## src/rtl/mat_key_debounce.sv

```systemverilog
// 4x4 matrix keypad scanner: drives one row low at a time, assembles a 16-key
// frame per scan and debounces it into a stable level vector plus press pulses.
module mat_key_debounce #(
  parameter int SCAN_DIV     = 2500,
  parameter int DEBOUNCE_CNT = 4
) (
  input  logic        clk,
  input  logic        rst,
  input  logic [3:0]  col,
  output logic [3:0]  row,
  output logic [15:0] btn_level,
  output logic [15:0] btn_pulse,
  output logic        key_valid,
  output logic [3:0]  key_code
);

  localparam int CW = $clog2(SCAN_DIV);
  localparam int SW = $clog2(DEBOUNCE_CNT + 1);
  localparam logic [CW-1:0] SLOT_LAST  = CW'(SCAN_DIV - 1);
  localparam logic [SW-1:0] STABLE_MAX = SW'(DEBOUNCE_CNT);

  logic [3:0]    col_meta_q, col_meta_d;
  logic [3:0]    col_sync_q, col_sync_d;
  logic [CW-1:0] slot_cnt_q, slot_cnt_d;
  logic [1:0]    row_idx_q, row_idx_d;
  logic [15:0]   frame_q, frame_d;
  logic          frame_done_q, frame_done_d;
  logic [15:0]   prev_frame_q, prev_frame_d;
  logic [SW-1:0] stable_cnt_q, stable_cnt_d;
  logic [15:0]   btn_level_q, btn_level_d;
  logic [15:0]   btn_pulse_q, btn_pulse_d;
  logic          key_valid_q, key_valid_d;
  logic [3:0]    key_code_q, key_code_d;

  always_comb begin
    col_meta_d   = col;
    col_sync_d   = col_meta_q;
    slot_cnt_d   = slot_cnt_q + CW'(1);
    row_idx_d    = row_idx_q;
    frame_d      = frame_q;
    frame_done_d = 1'b0;
    prev_frame_d = prev_frame_q;
    stable_cnt_d = stable_cnt_q;
    btn_level_d  = btn_level_q;
    btn_pulse_d  = '0;
    key_valid_d  = 1'b0;
    key_code_d   = key_code_q;

    // Sample at the end of the slot so the synchroniser has settled on this row.
    if (slot_cnt_q == SLOT_LAST) begin
      slot_cnt_d = '0;
      row_idx_d  = row_idx_q + 2'd1;
      frame_d[{row_idx_q, 2'b00} +: 4] = ~col_sync_q;
      frame_done_d = (row_idx_q == 2'd3);
    end

    if (frame_done_q) begin
      if (frame_q != prev_frame_q) begin
        prev_frame_d = frame_q;
        stable_cnt_d = SW'(1);
      end else if (stable_cnt_q < STABLE_MAX) begin
        stable_cnt_d = stable_cnt_q + SW'(1);
        if (stable_cnt_d == STABLE_MAX) begin
          btn_level_d = prev_frame_q;
          btn_pulse_d = prev_frame_q & ~btn_level_q;
          key_valid_d = |btn_pulse_d;
          // Walk downwards so the lowest pressed index wins.
          for (int i = 15; i >= 0; i--) begin
            if (btn_pulse_d[i]) key_code_d = 4'(i);
          end
        end
      end
    end
  end

  always_ff @(posedge clk or negedge rst) begin
    if (!rst) begin
      col_meta_q   <= 4'hF;
      col_sync_q   <= 4'hF;
      slot_cnt_q   <= '0;
      row_idx_q    <= '0;
      frame_q      <= '0;
      frame_done_q <= 1'b0;
      prev_frame_q <= '0;
      stable_cnt_q <= '0;
      btn_level_q  <= '0;
      btn_pulse_q  <= '0;
      key_valid_q  <= 1'b0;
      key_code_q   <= '0;
    end else begin
      col_meta_q   <= col_meta_d;
      col_sync_q   <= col_sync_d;
      slot_cnt_q   <= slot_cnt_d;
      row_idx_q    <= row_idx_d;
      frame_q      <= frame_d;
      frame_done_q <= frame_done_d;
      prev_frame_q <= prev_frame_d;
      stable_cnt_q <= stable_cnt_d;
      btn_level_q  <= btn_level_d;
      btn_pulse_q  <= btn_pulse_d;
      key_valid_q  <= key_valid_d;
      key_code_q   <= key_code_d;
    end
  end

  assign row       = ~(4'b0001 << row_idx_q);
  assign btn_level = btn_level_q;
  assign btn_pulse = btn_pulse_q;
  assign key_valid = key_valid_q;
  assign key_code  = key_code_q;

endmodule
```

## config.mk

```make
export PLATFORM = sky130hd
export DESIGN_NAME = mat_key_debounce
export DESIGN_NICKNAME = d
export VERILOG_FILES = /design/src/rtl/mat_key_debounce.sv
export SDC_FILE = /design/constraint.sdc
export NUM_CORES = 1
export LEC_CHECK = 0
export ABC_AREA = 1
export ABC_CLOCK_PERIOD_IN_PS = 2160
export BUFFER_PORTS_ARGS = -buffer_cell sky130_fd_sc_hd__buf_2
export CORE_AREA = 2 2 122 124
export CTS_CLUSTER_DIAMETER = 50
export CTS_CLUSTER_SIZE = 10
export DETAILED_ROUTE_END_ITERATION = 12
export DIE_AREA = 0 0 124 126
export PLACE_DENSITY = 0.53
export RECOVER_POWER = 25
export SLEW_MARGIN = 0
export SYNTH_ARGS = -nofsm -noshare
export SYNTH_HDL_FRONTEND = slang
export SYNTH_SLANG_ARGS = --single-unit
```

## constraint.sdc

```tcl
create_clock -name clk -period 2.16 [get_ports clk]
set_input_delay 0.324 -clock clk [delete_from_list [all_inputs] [get_ports clk]]
set_output_delay 0.324 -clock clk [all_outputs]
set_load 0.01 [all_outputs]
```

==> impl_table.tex, run 1 <==
\begin{tabular}{lr}
\hline
Metric & Value \\
\hline
\multicolumn{2}{l}{\textbf{GRT}} \\
GRT overflow & 0 \\
Global-route wire length before repair & roughly 14 mm \\
Vias in the first global route & slightly below 3000 \\
Largest net degree at the start of global routing & 57 \\
Tot GR Track Use & 0.1170 \\
Antenna violations before repair & 0 \\
\multicolumn{2}{l}{\textbf{Logic synthesis}} \\
Combined area of all synthesized cells & $\sim$4200 um2 \\
Net count after synthesis & between 400 and 500 \\
Top\_reg\_cell synth & dfrtp\_1 \\
Area fraction in compound gates after synthesis & 0.06905 \\
Share of synthesized area spent on multiplexers & 0.004721 \\
Number of instances in the synthesized netlist & 470 \\
Adder and majority gate portion of the synthesized area & 0.02361 \\
Mean instance size in the synthesized netlist & about 9.0 um2 \\
Share of the synthesized area in the top cell type & 0.5134 \\
Library cell occupying the most area in the post-synthesis netlist & dfrtp\_1 \\
Number of synthesized register bits & 95 \\
Number of flops mapped to enable cells by yosys & 0 \\
Largest cells by area after synthesis & dfrtp\_1 51\%, nand2\_1 13\%, inv\_1 5.3\% \\
Sequential share of the synthesized area & 0.5630 \\
Xor/xnor cell area share of the yosys netlist & 0.03511 \\
FFs w/ async S/R, synth & 1.000 \\
Combinational family with the most area after synthesis & simple AND/OR/NAND/NOR gates \\
Post-synth cell types & 28 \\
Fraction of the mapped netlist area in simple logic gates & 0.2378 \\
Warning count from the yosys run & 0 \\
\multicolumn{2}{l}{\textbf{Die}} \\
Boundary pin count & 47 \\
Die area & about 16000 um2 \\
Total number of placement rows & between 40 and 50 \\
Placeable core area & 14310 um2 \\
Die extent in y & $\sim$130 um \\
Starting Density & 0.2962 \\
Die Span X & between 100 and 150 um \\
\multicolumn{2}{l}{\textbf{Finish}} \\
Fill cell total of the finished layout & between 1000 and 1500 \\
Most common cell after layout, fill and taps aside & nand2\_1 \\
Area added between synthesis and finish & 18.38\% \\
Fraction of final layout cells sized beyond drive strength 1 & 0.1714 \\
Highest-count cells in the layout ignoring fill and taps & 145 x nand2\_1, 87 x dfrtp\_1, 60 x inv\_1 \\
Final nets & between 500 and 600 \\
Antenna cell count & 0 \\
\multicolumn{2}{l}{\textbf{Timing}} \\
Setup TNS after final layout & 0 ps \\
Tmin final & around 1900 ps \\
Final setup violation count & 0 \\
Slew of the pin with the lowest slew margin & slightly above 700 ps \\
Total count of max-transition violations in the final report & 0 \\
Fraction of the cycle the final worst path needs & 0.8771 \\
Count of endpoints failing hold in the final timing report & 0 \\
Upper clock frequency limit & between 500 and 600 MHz \\
Unrepaired setup endpoints after global routing & false \\
Relative max-transition margin & 0.5295 \\
Setup skew after layout & 9.728 ps \\
\multicolumn{2}{l}{\textbf{Clock tree}} \\
Clk slew on worst S/H paths & 60 ps \\
CTS Buf Count & 9 \\
Buffers inserted during post-CTS setup optimization & 0 \\
Clock tree root driver cell & clkbuf\_16 \\
Clock Tree Buf Depth & 2 \\
CTS tree & built \\
Number of H-tree levels & 3 \\
Number of sinks driven by the clock tree & 95 \\
Insertion delay of the later-clocked pin in the worst-skew pair & 340 ps \\
\multicolumn{2}{l}{\textbf{Drt}} \\
Post-route DRC violation count & 0 \\
Via count normalized by instance count & 4.276 \\
Drt first-iter violations & between 200 and 250 \\
Vias & 3057 \\
Average detailed-routed wire length per instance & $\sim$12 um \\
Total wire length & roughly 8.4 mm \\
Remaining antenna violation count after routing & 0 \\
Number of detailed-route iterations in the first pass & 4 \\
\multicolumn{2}{l}{\textbf{Pwr}} \\
Combinational Power Share & 0.014 \\
Net switching fraction of the power & 0.2015 \\
IR Drop Worst-Case VDD & between 0.3 and 0.4 mV \\
Static leakage & 2.529 nW \\
Internal power consumption & between 0.002 and 0.003 W \\
Post-layout total power & $\sim$0.0034 W \\
Power density normalized to cell area & just under 700 nW/um2 \\
Power dissipated by switching net loads & 0.0006884 W \\
Sequential share of power & 0.526 \\
Relative contribution of the clock network to total power & 0.460 \\
\multicolumn{2}{l}{\textbf{Setup path}} \\
Termination of the worst setup path & row[0] \\
Reg2Reg Depth & 9 \\
Launching element of the worst setup path & row\_idx\_q[0] \\
Nature of the critical path startpoint & register \\
WP data arrival & around 1600 ps \\
Capture point of the worst reg-to-reg path & key\_valid \\
Kind of critical path & reg -> out \\
Reg-to-reg setup timing slack & approximately 290 ps \\
Critical Path RT & about 1800 ps \\
Worst flop-to-flop path startpoint & prev\_frame\_q[10] \\
Maximum net fanout on the critical path & 7 \\
Element type at the critical path end & primary output \\
\multicolumn{2}{l}{\textbf{Place}} \\
Post-detail-place hpwl & about 6.3 mm \\
GP Congestion & approximately 0.82 \\
Buffers added on ports & between 40 and 50 \\
\multicolumn{2}{l}{\textbf{Status}} \\
Run status & completed \\
\multicolumn{2}{l}{\textbf{Hold path}} \\
Path type of the worst min-delay path & in -> reg \\
\multicolumn{2}{l}{\textbf{Job}} \\
Max capacitance violation total & 0 \\
\hline
\end{tabular}
-- cell families after synthesis --
| logic type | count (synthesis) |
|---|---|
| AO/OA/AOI/OAI | 56 |
| XOR/XNOR | 17 |
| buffers and inverters | 69 |
| adder cells (fa/ha/maj) | 8 |
| multiplexers | 2 |
| flip-flops | 95 |
| AND/OR/NAND/NOR | 223 |
-- flip-flops by register name (all words and copies together), names as in the netlist --
| name | cells |
|---|---|
| btn_level | 16 |
| btn_pulse | 16 |
| frame_q | 16 |
| prev_frame_q | 16 |
| slot_cnt_q | 12 |
| col_meta_q | 4 |
| col_sync_q | 4 |
| key_code | 4 |
| stable_cnt_q | 3 |
| row_idx_q | 2 |
| frame_done_q | 1 |
| key_valid | 1 |
-- how the worst min path moves through the flow --
stage                 from            end  slack [ps]  cells after the start
floorplan              rst   btn_level[0]          30                      0
global placement       rst   row_idx_q[0]         280                      1
detailed placement     rst   row_idx_q[1]         280                      1
CTS                 col[2]  col_meta_q[2]          70                      1
global route        col[0]  col_meta_q[0]          60                      1
finish              col[3]  col_meta_q[3]          80                      1
-- area by class of cell --
cell class | count | area, um2 | share of cell area
Multi-Input combinational cell | 306 | 1570 | 0.3128
Clock inverter | 5 | 57.56 | 0.01147
Tap cell | 184 | 230.2 | 0.04586
Sequential cell | 95 | 2387 | 0.4756
Timing Repair Buffer | 52 | 299.0 | 0.05957
Clock buffer | 11 | 242.7 | 0.04836
Inverter | 62 | 232.7 | 0.04636
-- metrics by stage --
stage	instances	setup WS, ps	area [um2]	hold slack, ps	util
floorplan	470	619.0	4240	28.41	-
global placement	698	317.3	4716	275.5	0.3295
finish	715	265.4	5020	82.22	0.3507
detailed placement	698	316.2	4716	276.9	0.3295
CTS	715	263.0	5026	67.32	0.3511
global route	715	122.3	5020	60.82	0.3507
-- power groups by stage --
stage	Combinational, W	Sequential (W)	Clock (W)
after floorplan	0.00000343	0.00183	0
after global placement	0.0000511	0.00183	0
after detailed placement	0.0000514	0.00183	0
after CTS	0.0000527	0.00180	0.00163
after global routing	0.0000572	0.00180	0.00171
final	0.0000473	0.00180	0.00157
-- cell usage after synthesis, types with 2 or more instances --
master,instances
a21oi_1,8
a31oi_1,2
buf_2,6
dfrtp_1,87
dfstp_2,8
ha_1,8
inv_1,60
inv_2,2
mux2i_1,2
nand2_1,145
nand3_1,17
nand4_1,4
nor2_1,27
nor2_4,11
nor3_1,10
nor3_2,2
nor4_1,2
o21ai_0,42
o21bai_1,2
or2_1,2
xnor2_1,10
xor2_1,7
-- routing by layer --
metal  track usage  wire, um  share of wire
met1        0.1585      4142           0.49
met2        0.1778      3692           0.44
met3       0.03306       431          0.051
met4       0.04362       135          0.016
met5             0         0              0
-- what timing repair did --
| action | in CTS | in global routing |
|---|---|---|
| endpoints found under the hold margin | 18 | 0 |
| resized for setup | 0 | 0 |
| hold buffers | 1 | 0 |
| endpoints found under the setup margin | 0 | 0 |
-- critical path, stage by stage (launching register included) --
cell	delay [ps]
dfrtp_1	460
inv_1	160
ha_1	280
inv_1	160
buf_2	170
Note: power is estimated with default switching activity, not from simulation.
==> inputs of run 2 (changes only) <==
--- a/config.mk
+++ b/config.mk
@@ -7,14 +7,13 @@
 export LEC_CHECK = 0
 export ABC_AREA = 1
 export ABC_CLOCK_PERIOD_IN_PS = 2160
-export BUFFER_PORTS_ARGS = -buffer_cell sky130_fd_sc_hd__buf_2
+export BUFFER_PORTS_ARGS = -buffer_cell sky130_fd_sc_hd__buf_4
 export CORE_AREA = 2 2 122 124
 export CTS_CLUSTER_DIAMETER = 50
 export CTS_CLUSTER_SIZE = 10
 export DETAILED_ROUTE_END_ITERATION = 12
 export DIE_AREA = 0 0 124 126
 export PLACE_DENSITY = 0.53
-export RECOVER_POWER = 25
 export SLEW_MARGIN = 0
 export SYNTH_ARGS = -nofsm -noshare
 export SYNTH_HDL_FRONTEND = slang
==> impl_table.tex, run 2 (synthesis gave the netlist of run 1 again) <==
\begin{tabular}{lr}
\hline
Metric & Value \\
\hline
\multicolumn{2}{l}{\textbf{Setup path}} \\
Kind of critical path & reg -> out \\
Reg-to-reg setup timing slack & 270 ps (-20 ps) \\
Element type at the critical path end & primary output \\
WP data arrival & 1580 ps (about the same) \\
Critical Path RT & 1840 ps (about the same) \\
Maximum net fanout on the critical path & 7 (unchanged) \\
Nature of the critical path startpoint & register \\
\multicolumn{2}{l}{\textbf{Timing}} \\
Setup TNS after final layout & 0 ps (unchanged) \\
Slew of the pin with the lowest slew margin & 562.9 ps (-142.9 ps) \\
Tmin final & 1902 ps (+7.659 ps) \\
Fraction of the cycle the final worst path needs & 0.8807 (+0.003546) \\
Count of endpoints failing hold in the final timing report & 0 (unchanged) \\
Final setup violation count & 0 (unchanged) \\
Total count of max-transition violations in the final report & 0 (unchanged) \\
Unrepaired setup endpoints after global routing & false \\
Upper clock frequency limit & 525.7 MHz (-0.40\%) \\
Relative max-transition margin & 0.6227 (+0.09324) \\
Setup skew after layout & 10.34 ps (+0.6132 ps) \\
\multicolumn{2}{l}{\textbf{Finish}} \\
Antenna cell count & 0 (unchanged) \\
Fill cell total of the finished layout & 1483 (-0.34\%) \\
Most common cell after layout, fill and taps aside & nand2\_1 \\
Area added between synthesis and finish & 21.45\% \\
Highest-count cells in the layout ignoring fill and taps & 145 x nand2\_1, 87 x dfrtp\_1, 60 x inv\_1 \\
Final nets & 540 (unchanged) \\
Fraction of final layout cells sized beyond drive strength 1 & 0.1733 (+0.001883) \\
Area occupied by registers & 2387 um2 (unchanged) \\
Area of the multi-input gates & 1570 um2 (unchanged) \\
Final std cell area, no fill & 5150 um2 (+2.6\%) \\
\multicolumn{2}{l}{\textbf{Place}} \\
Post-place instance area & 4816 um2 (+2.1\%) \\
GP Congestion & 0.7823 (-4.5\%) \\
Post-detail-place hpwl & 6.269 mm (-0.91\%) \\
Buffers added on ports & 46 (unchanged) \\
\multicolumn{2}{l}{\textbf{Clock tree}} \\
Clock Tree Buf Depth & 2 (unchanged) \\
Insertion delay of the later-clocked pin in the worst-skew pair & 350 ps (about the same) \\
Clock tree root driver cell & clkbuf\_16 \\
CTS Buf Count & 9 (unchanged) \\
CTS tree & built \\
Number of H-tree levels & 3 (unchanged) \\
Clk slew on worst S/H paths & 60 ps (about the same) \\
Post\_cts resized & 0 (unchanged) \\
Number of sinks driven by the clock tree & 95 (unchanged) \\
Buffers inserted during post-CTS setup optimization & 0 (unchanged) \\
\multicolumn{2}{l}{\textbf{Die}} \\
Die area & 15620 um2 (unchanged) \\
Die extent in y & 126 um (unchanged) \\
Boundary pin count & 47 (unchanged) \\
Placeable core area & 14310 um2 (unchanged) \\
Die Span X & 124 um (unchanged) \\
Starting Density & 0.2962 (unchanged) \\
Total number of placement rows & 44 (unchanged) \\
\multicolumn{2}{l}{\textbf{Pwr}} \\
Power density normalized to cell area & 690.6 nW/um2 (+1.4\%) \\
Static leakage & 2.553 nW (+0.95\%) \\
IR Drop Worst-Case VDD & 0.4829 mV (+57\%) \\
\multicolumn{2}{l}{\textbf{Drt}} \\
Average detailed-routed wire length per instance & 11.94 um (+1.6\%) \\
Number of detailed-route iterations in the first pass & 4 (unchanged) \\
Total wire length & 8.538 mm (+1.6\%) \\
Vias & 3079 (+0.72\%) \\
Remaining antenna violation count after routing & 0 (unchanged) \\
Drt first-iter violations & 178 (-17\%) \\
Via count normalized by instance count & 4.306 (+0.72\%) \\
Post-route DRC violation count & 0 (unchanged) \\
\multicolumn{2}{l}{\textbf{GRT}} \\
Antenna violations before repair & 0 (unchanged) \\
GRT overflow & 0 (unchanged) \\
Global-route wire length before repair & 14.74 mm (+4.2\%) \\
Vias in the first global route & 3060 (+4.3\%) \\
Tot GR Track Use & 0.1215 (+0.004519) \\
Largest net degree at the start of global routing & 67 (+18\%) \\
\multicolumn{2}{l}{\textbf{Job}} \\
Max capacitance violation total & 0 (unchanged) \\
\multicolumn{2}{l}{\textbf{Hold path}} \\
Path type of the worst min-delay path & in -> reg \\
\multicolumn{2}{l}{\textbf{Status}} \\
Run status & completed \\
\hline
\end{tabular}
-- run 2: changes by cell type in the layout (fill, tap and decap cells not counted), sizes merged --
cell,before,now
buf,49,51
clkbuf,13,11
clkinvlp,3,1
bufinv,1,2
clkinv,1,2
-- run 2: final timing paths --
check / cells past startpoint / to / startpoint
min in group asynchronous: 2 / row_idx_q[1] / rst
worst min-delay path: 1 / col_meta_q[1] / col[1]
worst max-delay path: 4 / row[0] / row_idx_q[0]
max in group asynchronous: 3 / col_sync_q[1] / rst
worst max register to register: 8 / key_valid / prev_frame_q[8]
worst min register to register: 0 / col_sync_q[3] / col_meta_q[3]
-- run 2: cell type report --
| type | instances | area share |
|---|---|---|
| clock buffers | 11 | 0.04713 |
| clock inverters | 5 | 0.01579 |
| inverters | 62 | 0.04519 |
| multi-input cells | 306 | 0.3049 |
| flip-flops and latches | 95 | 0.4636 |
| well taps | 184 | 0.04470 |
| repair buffers | 52 | 0.07872 |
-- run 2: worst max-delay path, stage by stage, from the launching register on --
cell and delay (ps):
dfrtp_1 460, inv_1 170, ha_1 280, inv_1 170, buf_4 150
-- run 2: what timing repair did --
action	4_1_cts	5_1_grt
hold buffers	1	0
endpoints found under the setup margin	0	0
endpoints found under the hold margin	22	0
-- run 2: routing by layer --
layer	part of all wire	GRT usage	vias up
met5	0	0	-
met4	0.0075	0.03173	0
met3	0.055	0.04484	8
met2	0.44	0.1803	70
met1	0.50	0.1679	1419
li1	-	-	1582
-- run 2: where the power goes --
part | switching, W | internal (W) | total, W
sequential | 0.00000329 | 0.00179 | 0.00180
clock | 0.000665 | 0.00105 | 0.00171
combinational | 0.0000384 | 0.0000120 | 0.0000504
total | 0.000706 | 0.00285 | 0.00356
-- run 2: metrics by stage --
step,hold slack (ps),utilization,std cells,setup slack [ps],total power [W]
6_report,84.63,0.3598,715,257.7,0.003557
5_1_grt,65.69,0.3598,715,105.4,0.003699
4_1_cts,69.68,0.3598,715,234.0,0.003606
3_5_place_dp,293.6,0.3365,698,269.4,0.001881
3_3_place_gp,291.6,0.3365,698,284.6,0.001880
2_1_floorplan,28.41,-,470,619.0,0.001831
==> inputs of run 3 (changes only) <==
--- a/config.mk
+++ b/config.mk
@@ -8,11 +8,12 @@
 export ABC_AREA = 1
 export ABC_CLOCK_PERIOD_IN_PS = 2160
 export BUFFER_PORTS_ARGS = -buffer_cell sky130_fd_sc_hd__buf_4
-export CORE_AREA = 2 2 122 124
+export CORE_AREA = 3 3 123 125
 export CTS_CLUSTER_DIAMETER = 50
 export CTS_CLUSTER_SIZE = 10
 export DETAILED_ROUTE_END_ITERATION = 12
-export DIE_AREA = 0 0 124 126
+export DIE_AREA = 0 0 126 128
+export MAX_ROUTING_LAYER = met4
 export PLACE_DENSITY = 0.53
 export SLEW_MARGIN = 0
 export SYNTH_ARGS = -nofsm -noshare
==> impl_table.tex, run 3 (synthesis gave the netlist of run 1 again) <==
\begin{tabular}{lr}
\hline
Metric & Value \\
\hline
\multicolumn{2}{l}{\textbf{Setup path}} \\
Element type at the critical path end & register \\
Critical Path RT & 2410 ps (+570 ps) \\
WP data arrival & 2150 ps (+570 ps) \\
Kind of critical path & reg -> reg \\
Maximum net fanout on the critical path & 17 (+10) \\
Nature of the critical path startpoint & register \\
\multicolumn{2}{l}{\textbf{Clock tree}} \\
Insertion delay of the later-clocked pin in the worst-skew pair & 330 ps (-20 ps) \\
Post\_cts resized & 0 (unchanged) \\
Clock tree root driver cell & clkbuf\_16 \\
Number of buffers added to fix hold violations after cts & 0 (-1) \\
Buffers inserted during post-CTS setup optimization & 0 (unchanged) \\
Number of sinks driven by the clock tree & 95 (unchanged) \\
CTS Buf Count & 9 (unchanged) \\
Clk slew on worst S/H paths & 70 ps (about the same) \\
Number of H-tree levels & 3 (unchanged) \\
CTS tree & built \\
Clock Tree Buf Depth & 2 (unchanged) \\
\multicolumn{2}{l}{\textbf{Die}} \\
Die area & 16130 um2 (+3.2\%) \\
Total number of placement rows & 43 (-2.3\%) \\
Starting Density & 0.3031 (+0.006889) \\
Placeable core area & 13990 um2 (-2.3\%) \\
Die Span X & 126 um (+1.6\%) \\
Die extent in y & 128 um (+1.6\%) \\
Boundary pin count & 47 (unchanged) \\
\multicolumn{2}{l}{\textbf{Job}} \\
Max capacitance violation total & 0 (unchanged) \\
\multicolumn{2}{l}{\textbf{Place}} \\
Post-place instance area & 4823 um2 (+0.16\%) \\
GP Congestion & 0.7850 (+0.35\%) \\
Post-detail-place hpwl & 6.318 mm (+0.78\%) \\
Buffers added on ports & 46 (unchanged) \\
Pre-CTS setup slack & 228.2 ps (-41.14 ps) \\
\multicolumn{2}{l}{\textbf{Timing}} \\
Upper clock frequency limit & 526.4 MHz (+0.13\%) \\
Unrepaired setup endpoints after global routing & false \\
Tmin final & 1900 ps (-2.495 ps) \\
Total count of max-transition violations in the final report & 0 (unchanged) \\
Setup TNS after final layout & 0 ps (unchanged) \\
Relative max-transition margin & 0.5758 (-0.04687) \\
Smallest hold slack & 12.75 ps (-71.89 ps) \\
Slew of the pin with the lowest slew margin & 636.2 ps (+73.38 ps) \\
Count of endpoints failing hold in the final timing report & 0 (unchanged) \\
Final setup violation count & 0 (unchanged) \\
Setup skew after layout & 7.905 ps (-2.436 ps) \\
Fraction of the cycle the final worst path needs & 0.8795 (-0.001155) \\
Worst Slack Setup Final & 260.2 ps (+2.495 ps) \\
\multicolumn{2}{l}{\textbf{Finish}} \\
Final nets & 539 (-0.19\%) \\
Antenna cell count & 0 (unchanged) \\
Most common cell after layout, fill and taps aside & nand2\_1 \\
Area added between synthesis and finish & 21.33\% (about the same) \\
Final std cell area, no fill & 5145 um2 (about the same) \\
Highest-count cells in the layout ignoring fill and taps & 145 x nand2\_1, 87 x dfrtp\_1, 60 x inv\_1 \\
Fraction of final layout cells sized beyond drive strength 1 & 0.1736 (+0.0003269) \\
Fill cell total of the finished layout & 1430 (-3.6\%) \\
\multicolumn{2}{l}{\textbf{Hold path}} \\
Path type of the worst min-delay path & in -> async \\
\multicolumn{2}{l}{\textbf{Drt}} \\
Drt first-iter violations & 184 (+3.4\%) \\
Total wire length & 8.330 mm (-2.4\%) \\
Post-route DRC violation count & 0 (unchanged) \\
Remaining antenna violation count after routing & 0 (unchanged) \\
Via count normalized by instance count & 4.314 (+0.18\%) \\
Number of detailed-route iterations in the first pass & 4 (unchanged) \\
Average detailed-routed wire length per instance & 11.73 um (-1.7\%) \\
Vias & 3063 (-0.52\%) \\
\multicolumn{2}{l}{\textbf{Status}} \\
Run status & completed \\
\multicolumn{2}{l}{\textbf{GRT}} \\
GRT overflow & 0 (unchanged) \\
Global-route wire length before repair & 14.66 mm (-0.56\%) \\
Antenna violations before repair & 0 (unchanged) \\
Largest net degree at the start of global routing & 50 (-25\%) \\
Tot GR Track Use & 0.1140 (-0.007500) \\
Vias in the first global route & 3026 (-1.1\%) \\
\multicolumn{2}{l}{\textbf{Pwr}} \\
Power density normalized to cell area & 685.3 nW/um2 (-0.77\%) \\
Post-layout total power & 0.003526 W (-0.87\%) \\
Static leakage & 2.545 nW (-0.29\%) \\
IR Drop Worst-Case VDD & 0.3436 mV (-29\%) \\
\hline
\end{tabular}
==> run 3: cell type report <==
class | count | area [um2] | share of cell area
repair buffers | 51 | 407.9 | 0.07928
clock buffers | 10 | 229.0 | 0.04450
inverters | 62 | 232.7 | 0.04523
multi-input cells | 306 | 1570 | 0.3052
flip-flops and latches | 95 | 2387 | 0.4640
well taps | 180 | 225.2 | 0.04377
clock inverters | 6 | 92.59 | 0.01800
==> run 3: layer usage <==
layer  share of wire  global-route usage  up-vias
met5               0                   -        -
met4           0.018             0.03533        0
met1            0.51              0.1569     1395
li1                -                   -     1582
met3           0.054             0.03375       12
met2            0.42              0.1624       74
==> run 3: worst max-delay path: stages (launching register included) <==
cell and delay, ps:
dfrtp_1 420, xnor2_1 150, nand2_1 80, nor3_1 200, nand2_1 130, nor2_4 140, inv_2 70, nor3_4 180
nand2_4 240, a31oi_1 210
==> run 3: final timing paths <==
kind	startpoint	to	slack (ps)	depth (start not counted)
min reg2reg	col_meta_q[2]	col_sync_q[2]	360	0
max	prev_frame_q[12]	key_valid	260	9
min in group clk	col[3]	col_meta_q[3]	100	1
max reg2reg	prev_frame_q[12]	key_valid	260	9
min	rst	btn_pulse[12]	10	1
max in group asynchronous	rst	col_meta_q[0]	1510	2
==> run 3: report_power, final <==
part           switching (W)  internal [W]  total (W)
Combinational      0.0000386     0.0000130  0.0000516
Clock               0.000656       0.00102    0.00168
Sequential        0.00000312       0.00179    0.00180
Total               0.000698       0.00283    0.00353
==> run 3: metrics by stage <==
stage | cells | util
floorplan | 470 | -
CTS | 710 | 0.3678
global placement | 694 | 0.3448
global route | 710 | 0.3678
detailed placement | 694 | 0.3448
finish | 710 | 0.3678
